**src/rtl/cacheline_adaptor.sv**
```systemverilog
// cacheline_adaptor
//
// Memory-side responder for the cache's line interface. A full cache line
// read or write request is turned into a burst of narrower beats on the
// physical-memory port: read beats are gathered into a line, a write line is
// serialized into beats, and a single-cycle completion pulse is returned to
// the cache when the burst is finished.
//
// Ports
//   clk            single clock, rising-edge active
//   rst            asynchronous, active-low reset
//   pmem_read      cache requests a line read
//   pmem_write     cache requests a line write (wins over a simultaneous read)
//   pmem_address   line address from the cache
//   pmem_wdata     write line from the cache
//   pmem_rdata     assembled read line, valid while pmem_resp=1 after a read
//   pmem_resp      one-cycle completion pulse to the cache
//   burst_address  line-aligned burst address, latched when a request is taken
//   burst_read     memory read burst in progress
//   burst_write    memory write burst in progress
//   burst_wdata    current write beat
//   burst_rdata    read beat from memory
//   burst_resp     memory accepts or delivers one beat this cycle
//
// Every output comes from a register or is decoded from state and registers,
// so there is no combinational path from any input to any output.

module cacheline_adaptor #(
  parameter int s_line = 256,
  parameter int s_beat = 64
) (
  input  logic              clk,
  input  logic              rst,
  input  logic              pmem_read,
  input  logic              pmem_write,
  input  logic [31:0]       pmem_address,
  input  logic [s_line-1:0] pmem_wdata,
  output logic [s_line-1:0] pmem_rdata,
  output logic              pmem_resp,
  output logic [31:0]       burst_address,
  output logic              burst_read,
  output logic              burst_write,
  output logic [s_beat-1:0] burst_wdata,
  input  logic [s_beat-1:0] burst_rdata,
  input  logic              burst_resp
);

  localparam int beats = s_line / s_beat;
  localparam int cnt_w = (beats > 1) ? $clog2(beats) : 1;
  // Byte-offset bits of a line address; these are forced to zero.
  localparam int off_w = $clog2(s_line / 8);
  localparam logic [cnt_w-1:0] last_beat = cnt_w'(beats - 1);

  typedef enum logic [1:0] {
    IDLE  = 2'd0,
    READ  = 2'd1,
    WRITE = 2'd2,
    DONE  = 2'd3
  } state_t;

  state_t                   state;
  state_t                   state_nxt;
  logic [cnt_w-1:0]         cnt;
  logic [31:0]              addr_q;
  logic [s_line-1:0]        wline_q;
  logic [s_line-1:0]        rline_q;
  // Holds all read beats except the last one; the last beat goes straight
  // from burst_rdata into rline_q so the line is complete in the DONE cycle.
  logic [s_line-s_beat-1:0] asm_q;

  logic in_burst;
  logic beat_ok;
  logic last_ok;
  logic take_req;

  // The low address bits are discarded by line alignment.
  logic unused_addr_bits;
  assign unused_addr_bits = ^pmem_address[off_w-1:0];

  assign in_burst = (state == READ) || (state == WRITE);
  assign beat_ok  = in_burst && burst_resp;
  assign last_ok  = beat_ok && (cnt == last_beat);
  assign take_req = (state == IDLE) && (pmem_read || pmem_write);

  // ---------------------------------------------------------------------
  // Next-state logic
  // ---------------------------------------------------------------------
  // NOTE: every combinational output is given a default before the case so
  // no path leaves it unassigned, which would otherwise infer a latch.
  always_comb begin
    state_nxt = state;
    case (state)
      IDLE: begin
        if (pmem_write)     state_nxt = WRITE;
        else if (pmem_read) state_nxt = READ;
      end
      READ, WRITE: begin
        if (last_ok) state_nxt = DONE;
      end
      // Requests are not sampled here, so a request the cache still holds
      // during the pmem_resp cycle cannot be accepted a second time.
      DONE:    state_nxt = IDLE;
      default: state_nxt = IDLE;
    endcase
  end

  // ---------------------------------------------------------------------
  // State and beat counter
  // ---------------------------------------------------------------------
  // NOTE: sequential state uses non-blocking assignments so every register
  // samples the pre-edge values of the others, independent of block order.
  always_ff @(posedge clk or negedge rst) begin
    if (!rst) begin
      state <= IDLE;
      cnt   <= '0;
    end else begin
      state <= state_nxt;
      if (state == IDLE) cnt <= '0;
      else if (beat_ok)  cnt <= cnt + cnt_w'(1);
    end
  end

  // ---------------------------------------------------------------------
  // Output-visible data registers
  // ---------------------------------------------------------------------
  // NOTE: these wide data registers carry a reset only because they drive
  // outputs that must read zero during reset; asm_q below is never visible
  // and is deliberately left without one.
  always_ff @(posedge clk or negedge rst) begin
    if (!rst) begin
      addr_q  <= '0;
      wline_q <= '0;
      rline_q <= '0;
    end else begin
      if (take_req) addr_q <= {pmem_address[31:off_w], off_w'(0)};
      if ((state == IDLE) && pmem_write) wline_q <= pmem_wdata;
      // The assembled line only changes when a read completes, so the
      // previous line stays stable through writes and partial reads.
      if ((state == READ) && last_ok) rline_q <= {burst_rdata, asm_q};
    end
  end

  // Beat assembly: beat i lands in bits [i*s_beat +: s_beat].
  always_ff @(posedge clk) begin
    if ((state == READ) && burst_resp) begin
      for (int i = 0; i < beats - 1; i++) begin
        if (int'(cnt) == i) asm_q[i*s_beat +: s_beat] <= burst_rdata;
      end
    end
  end

  // ---------------------------------------------------------------------
  // Output decode
  // ---------------------------------------------------------------------
  assign burst_read    = (state == READ);
  assign burst_write   = (state == WRITE);
  assign pmem_resp     = (state == DONE);
  assign burst_address = addr_q;
  assign pmem_rdata    = rline_q;
  // cnt is held during stalls, so the current beat stays on the bus.
  assign burst_wdata   = wline_q[int'(cnt)*s_beat +: s_beat];

endmodule
```
**config.mk**
```make
export PLATFORM = sky130hd
export DESIGN_NAME = cacheline_adaptor
export DESIGN_NICKNAME = d
export VERILOG_FILES = /design/src/rtl/cacheline_adaptor.sv
export SDC_FILE = /design/constraint.sdc
export NUM_CORES = 1
export LEC_CHECK = 0
export ABC_AREA = 1
export BUFFER_PORTS_ARGS = -buffer_cell sky130_fd_sc_hd__buf_2
export CORE_AREA = 4 4 278 280
export DETAILED_ROUTE_END_ITERATION = 7
export DIE_AREA = 0 0 282 284
export SETUP_SLACK_MARGIN = 0.15
export SYNTH_ARGS = -nofsm -noshare
export SYNTH_HDL_FRONTEND = slang
export SYNTH_SLANG_ARGS = --single-unit
```
**constraint.sdc**
```tcl
create_clock -name clk -period 3.9 [get_ports clk]
set_input_delay 0.585 -clock clk [delete_from_list [all_inputs] [get_ports clk]]
set_output_delay 0.585 -clock clk [all_outputs]
set_load 0.02 [all_outputs]
```
; ---- Yosys cells after proc, flatten, opt, wreduce, memory -nomap -nowiden
; Cells that the tools add are included.
[word_totals]
register_bits = 735
inputBits = 357
out_inout_bits = 355
elab_cells = 40
[classes]
add_sub_neg = 1
n_eq_ne = 8
shifts = 1
n_mux = 6
reduce_logical = 16
[ops]
columns = cell, count
row1 = 256-bit by 9-bit indexed part select with 64-bit output, 1
row2 = "2-bit == test, second input constant", 5
row3 = 2-bit 2-to-1 mux, 5
row4 = 2-bit AND reduction, 4
row5 = 1-bit logical AND, 6
row6 = 2-bit case mux with 3 select lines, 1
row7 = 2-bit logical NOT, 2
row8 = "3-bit != test, second input constant", 1
row9 = "2-bit by 1-bit adder with 2-bit output, second input constant", 1
row10 = "2-bit by 1-bit == test with 1-bit output, second input constant", 1
row11 = 1-bit logical OR, 2
row12 = "2-bit != test, second input constant", 1
row13 = 2-bit nonzero test, 1
row14 = 2-bit OR reduction, 1

; ---- Logic depth before layout (Yosys ltp)
; Gate-level depths: netlist of run 1.
[depth]
depth_word = 6
mapped_depth = 9
ltp_nobuf = 7

; ---- Worst setup path after synthesis of run 1
; Ideal clock, no wire load.
[synth_timing]
kind = reg2reg
startpoint = register cnt[0]
endpoint = register asm_q[0] (enable)
setup_ns = 0.486
arrival_time_ns = 3.798
required_time_ns = 3.414
setup_slack_ns = -0.384
stages_incl_launch_ff = 8
n_path_buf = 3
period_less_slack_ns = 4.284
cell_sequence = dfrtp_1 > buf_2 > inv_2 > buf_4 > buf_2 > ha_1 > inv_1 > nor2_1
[synth_via]
elab_chain_cells = 2
[synth_lines]
columns = item, line_no
row1 = "start, declared", 63  ; logic [cnt_w-1:0] cnt;
row2 = "start signal, assigned", 119  ; else if (beat_ok) cnt <= cnt + cnt_w'(1);
row3 = 2-bit logical NOT, 147  ; if (int'(cnt) == i) asm_q[i*s_beat +: s_beat] <= burst_rdata;
row4 = 2-bit AND reduction (no line), -
row5 = "end, declared", 69  ; logic [s_line-s_beat-1:0] asm_q;
; No other way between the ends.
; A chain may end at the register's enable or synchronous reset.

; ---- Final worst setup path of run 1
[layout_timing]
startpoint = register cnt[0]
endpoint = output burst_wdata[4]
[layout_via]
elab_chain_cells = 1
[layout_lines]
columns = item, line_no
row1 = 256-bit by 9-bit indexed part select with 64-bit output, 161  ; assign burst_wdata = wline_q[int'(cnt)*s_beat +: s_beat];
row2 = "end, declared", 43  ; output logic [s_beat-1:0] burst_wdata,
; No other way between the ends.

==> results.json, run 1 <==
{
  "status": "finished with violations",
  "violations": "negative hold slack",
  "combPwrFrac": 0.304,
  "drt-initial-drc-count": 1710,
  "root_buffer": "clkbuf_16",
  "cts_buffer_depth": 3,
  "switching_share": 0.371,
  "insertion_delay_ns": 0.63,
  "ys_warn_count": 0,
  "grt_first_pass_wirelength_mm": 137,
  "ir_drop_v": 0.000510,
  "yosys_register_bits": 735,
  "crit_type": "register to output port",
  "cts.clk_slew.worst_paths_ns": 0.06,
  "post_dp_cell_area_um2": 33200,
  "ioPinCount": 712,
  "crit_required_ns": 3.31,
  "die_height_um": 284,
  "fin_cells": 4663,
  "holdBufCountCts": 0,
  "gp_congestion": 0.832,
  "final_core_util": 0.482,
  "core_region_area_um2": 74400,
  "worstPathMaxFanout": 37,
  "period_minus_slack_ns": 3.24,
  "dp_slack_ns": 1.26,
  "htree_levels": 3,
  "drcViolationCount": 0,
  "grt_start_max_net_pins": 177,
  "drtPass1Iterations": 6,
  "synth_cell_type_count": 19,
  "fin_nets": 3977,
  "via_count": 22427,
  "dieArea_um2": 80100,
  "cp.arrival_ns": 2.66,
  "hp-class": "primary input to asynchronous set/reset pin",
  "fill_cells": 7078,
  "syn_avg_cell_area_um2": 9.66,
  "grt-ovfl-total": 0,
  "final_area_um2": 35900,
  "hpwl_mm": 62.1,
  "cts_setup_buffers": 0,
  "io_buffers": 701,
  "netlist_area_um2": 28700,
  "power.density_nw_per_um2": 739,
  "antenna_found_initial": 25,
  "p_seq_frac": 0.407,
  "die_w_um": 282,
  "fin_setup_tns_ns": 0,
  "cp-end-kind": "output port",
  "syn_to_final_growth_pct": 25.1,
  "globalRouteTotalUtil": 0.223,
  "p_clk_frac": 0.289,
  "viasPerCell": 4.81,
  "leakage_nw": 19.2,
  "wl_per_cell_um": 19.6,
  "cts_sinks": 735,
  "skew_ns": 0.0276,
  "p_switching_mw": 9.84,
  "final-setup-viol-count": 0,
  "start_util": 0.386,
  "cts_buffers": 80,
  "tritoncts": "done",
  "max_slew_margin": 0.299,
  "routed_wl_mm": 91.4,
  "layout-drive-gt1-share": 0.239,
  "slew_viol_final": 0,
  "syn_inst": 2971,
  "p_int_mw": 16.7,
  "maxCapViolCount": 0,
  "rows": 100,
  "setup_ws_ns": 0.658,
  "post_cts_resized": 0,
  "power.total_mw": 26.5,
  "yosysSeqAreaShare": 0.674,
  "period_share": 0.831,
  "grt_pass1_vias": 22079,
  "place_inst": 4499,
  "finalHoldWorstSlack_ns": -0.00150,
  "worst_pin_slew_ns": 1.05,
  "hold_viol": 1,
  "max_freq_ghz": 0.308,
  "start_kind": "register",
  "rsz0062_at_grt": "no",
  "ant_nets": 0
}
-- path summary, 6_finish.rpt --
check	startpoint	endpoint	slack [ns]	cells after the start
max reg2reg	cnt[1]	pmem_rdata[84]	1.27	7
min	rst	pmem_rdata[214]	-0.001	1
min reg2reg	asm_q[138]	pmem_rdata[138]	0.44	2
min in group clk	burst_rdata[54]	asm_q[54]	0.17	1
max	cnt[0]	burst_wdata[4]	0.66	5
max in group asynchronous	rst	wline_q[187]	2.83	3
-- power by group through the flow --
stage               logic [mW]  clock network [mW]  registers (mW)
detailed placement        8.21                   0            10.9
floorplan                 4.54                   0            11.2
global placement          8.12                   0            10.9
finish                    8.07                7.67            10.8
global route              8.95                8.19            11.0
CTS                       8.22                7.84            10.8
-- cells in the mapped netlist --
cell type / number / area [µm²]
a21oi_1: 65 / 325
buf_1: 13 / 48.8
buf_2: 117 / 586
buf_4: 11 / 82.6
clkbuf_1: 46 / 173
conb_1: 1 / 3.75
dfrtp_1: 543 / 13600
edfxtp_1: 192 / 5770
ha_1: 8 / 100
inv_1: 102 / 383
inv_2: 2 / 7.51
nand2_1: 1321 / 4960
nand3_1: 195 / 976
nand3_2: 1 / 10.0
nor2_1: 195 / 732
nor2_4: 1 / 11.3
o211ai_1: 65 / 488
o21ai_0: 92 / 460
o21ai_2: 1 / 8.76
-- registers in the layout, summed over array words and instances, names as in the netlist --
register	count
asm_q	192
burst_address	27
cnt	2
pmem_rdata	256
state	2
wline_q	256
-- layout make-up --
type                            count  area (µm²)  share of cell area
Sequential cell                   735       19400               0.539
Multi-Input combinational cell   1949        8140               0.227
Timing Repair Buffer              742        4080               0.114
Clock buffer                      108        2220              0.0618
Tap cell                          969        1210              0.0338
Clock inverter                     38         444              0.0124
Inverter                          104         400              0.0112
Antenna cell                       18        45.0             0.00125
-- cells by family after synthesis --
logic type      synth area share
fa+ha+maj                0.00349
other cells             0.000131
simple gates               0.233
flops                      0.674
buf+inv                   0.0446
compound gates            0.0447
-- critical path, stage by stage (launching register included) --
cell and delay [ns]:
dfrtp_2 0.43, buf_4 0.25, buf_4 0.32, o21ai_0 0.70, nand2_1 0.10, buf_2 0.20
-- layout by cell type, fill, tap and decap left out, drive strengths merged --
master	n
clkinv	27
bufinv	6
nand3	196
conb	5
dfrtp	543
ha	8
buf	742
o211ai	65
diode	18
o21ai	93
a21oi	65
inv	106
nand2	1321
edfxtp	192
clkinvlp	3
clkbuf	108
nor2	196
-- layer usage --
| metal | track usage | share of wire | vias to the layer above |
|---|---|---|---|
| met3 | 0.0480 | 0.061 | 196 |
| met2 | 0.374 | 0.50 | 662 |
| met4 | 0.0947 | 0.043 | 14 |
| li1 | - | - | 10742 |
| met5 | 0 | 0.00089 | - |
| met1 | 0.280 | 0.39 | 10813 |
Note: power is estimated with default switching activity, not from simulation.
==> run 2, diff against run 1 <==
clock period = 3 ns   (was 3.9 ns; I/O delays follow)
==> run 2 against run 1 <==
Effect of this change: cell area grew 1.5%; worst hold slack gained 0.044 ns; sequential cell count unchanged; die area stayed put; register-to-register slack got worse by 0.54 ns; highest routed layer unchanged; via count up 0.54%; largest power group unchanged; clock skew is 0.016 ns higher; global-route usage down 0.65 points; the run now ends clean; count of clock-buffer cells in the layout increased by 4; setup slack got worse by 0.48 ns.
==> results.json, run 2 (same netlist as run 1, synthesis figures left out) <==
{
  "rows": 100,
  "multi_input_area_um2": 8140,
  "hpwl_mm": 61.7,
  "ir_drop_v": 0.000639,
  "routed_wl_mm": 89.3,
  "dieArea_um2": 80100,
  "max_freq_ghz": 0.354,
  "wl_per_cell_um": 19.0,
  "status": "finished clean",
  "skew_ns": 0.0438,
  "final_area_um2": 36400,
  "final-setup-viol-count": 0,
  "worstPathMaxFanout": 63,
  "fin_setup_tns_ns": 0,
  "cts_buffer_depth": 3,
  "maxCapViolCount": 0,
  "drt-initial-drc-count": 1301,
  "layout_common_cells": "nand2_1 (1320), buf_2 (699), dfrtp_1 (541)",
  "leakage_nw": 19.5,
  "fill_cells": 7057,
  "die_height_um": 284,
  "final_common_cell": "nand2_1",
  "start_kind": "register",
  "grt-ovfl-total": 0,
  "cp-end-kind": "output port",
  "drcViolationCount": 0,
  "grt_first_pass_wirelength_mm": 134,
  "register_area_um2": 19400,
  "setup_ws_ns": 0.174,
  "cts_sinks": 735,
  "period_share": 0.942,
  "via_count": 22548,
  "globalRouteTotalUtil": 0.217,
  "hp-class": "primary input to register",
  "cts.clk_slew.worst_paths_ns": 0.06,
  "io_buffers": 701,
  "slew_viol_final": 0,
  "fin_nets": 4021,
  "place_inst": 4526,
  "cp.arrival_ns": 2.38,
  "tritoncts": "done",
  "grt_pass1_vias": 21839,
  "core_region_area_um2": 74400,
  "dp_slack_ns": 0.724,
  "post_dp_cell_area_um2": 33500,
  "ioPinCount": 712,
  "insertion_delay_ns": 0.63,
  "drtPass1Iterations": 6,
  "antenna_found_initial": 26,
  "rsz0062_at_grt": "no",
  "viasPerCell": 4.79,
  "crit_required_ns": 2.55,
  "crit_type": "register to output port",
  "worst_pin_slew_ns": 1.09,
  "power.density_nw_per_um2": 947,
  "start_util": 0.386,
  "hold_viol": 0,
  "gp_congestion": 0.845,
  "fin_cells": 4709,
  "cts_buffers": 81,
  "period_minus_slack_ns": 2.83,
  "ant_nets": 0,
  "layout-drive-gt1-share": 0.244,
  "root_buffer": "clkbuf_16",
  "syn_to_final_growth_pct": 26.9,
  "max_slew_margin": 0.272,
  "die_w_um": 282,
  "htree_levels": 3,
  "grt_start_max_net_pins": 133
}
## run 2: cell types whose count changed in the layout (fill, tap and decap cells not counted), moves of 5 or more
cell / previous run / this run
buf_12: 20 / 27
clkbuf_1: 17 / 22
buf_4: 21 / 42
dlygate4sd3_1: 0 / 12
## run 2: metrics by stage
stage | power (mW) | utilization | hold WS, ns
4_1_cts | 34.8 | 0.488 | 0.000323
3_3_place_gp | 24.5 | 0.450 | 0.405
5_1_grt | 36.6 | 0.489 | 0.0119
6_report | 34.5 | 0.489 | 0.0426
2_1_floorplan | 20.5 | - | 0.154
3_5_place_dp | 24.7 | 0.450 | 0.396
## run 2: worst paths after layout
check                                        to  cells after the start  slack (ns)            start
worst max register to register  pmem_rdata[254]                      7        0.73           cnt[1]
min in group asynchronous       pmem_rdata[147]                      2        0.31              rst
worst max-delay path            burst_wdata[21]                      4        0.17           cnt[0]
worst min register to register  pmem_rdata[115]                      2        0.41       asm_q[115]
max in group asynchronous           wline_q[51]                      4        1.59              rst
worst min-delay path               wline_q[252]                      3        0.04  pmem_wdata[252]
## run 2: timing repair
item / in CTS / in global routing
resized for setup: 2 / 3
setup endpoints to repair: 34 / 19
hold endpoints to repair: 60 / 0
setup buffers: 0 / 2
hold buffers: 12 / 0
gates cloned: 0 / 2
pin swaps: 0 / 0
## run 2: metal layers
layer | vias to the layer above | share of wire | wire [µm] | GRT usage
met5 | - | 0.00069 | 62 | 0
met4 | 10 | 0.045 | 4030 | 0.100
met3 | 200 | 0.066 | 5880 | 0.0477
met2 | 723 | 0.48 | 42800 | 0.351
met1 | 10748 | 0.41 | 36600 | 0.278
li1 | 10867 | - | - | -
## run 2: worst max-delay path: stages, from the launching register on
cell	delay (ns)
dfrtp_4	0.57
buf_12	0.22
o21ai_0	0.48
nand2_1	0.20
buf_2	0.21
## run 2: cell type report
type	count	share of cell area
diodes	21	0.00144
multi-input cells	1949	0.223
inverters	104	0.0116
clock inverters	34	0.0121
repair buffers	784	0.125
flip-flops and latches	735	0.531
clock buffers	112	0.0616
repair inverters	1	0.000309
well taps	969	0.0333
## run 2: report_power, final
group	leakage (nW)	total (mW)	internal [mW]	switching, mW
clock network	1.32	9.93	5.75	4.19
logic	9.41	10.5	3.28	7.26
registers	8.76	14.0	12.8	1.23
total	19.5	34.5	21.8	12.7
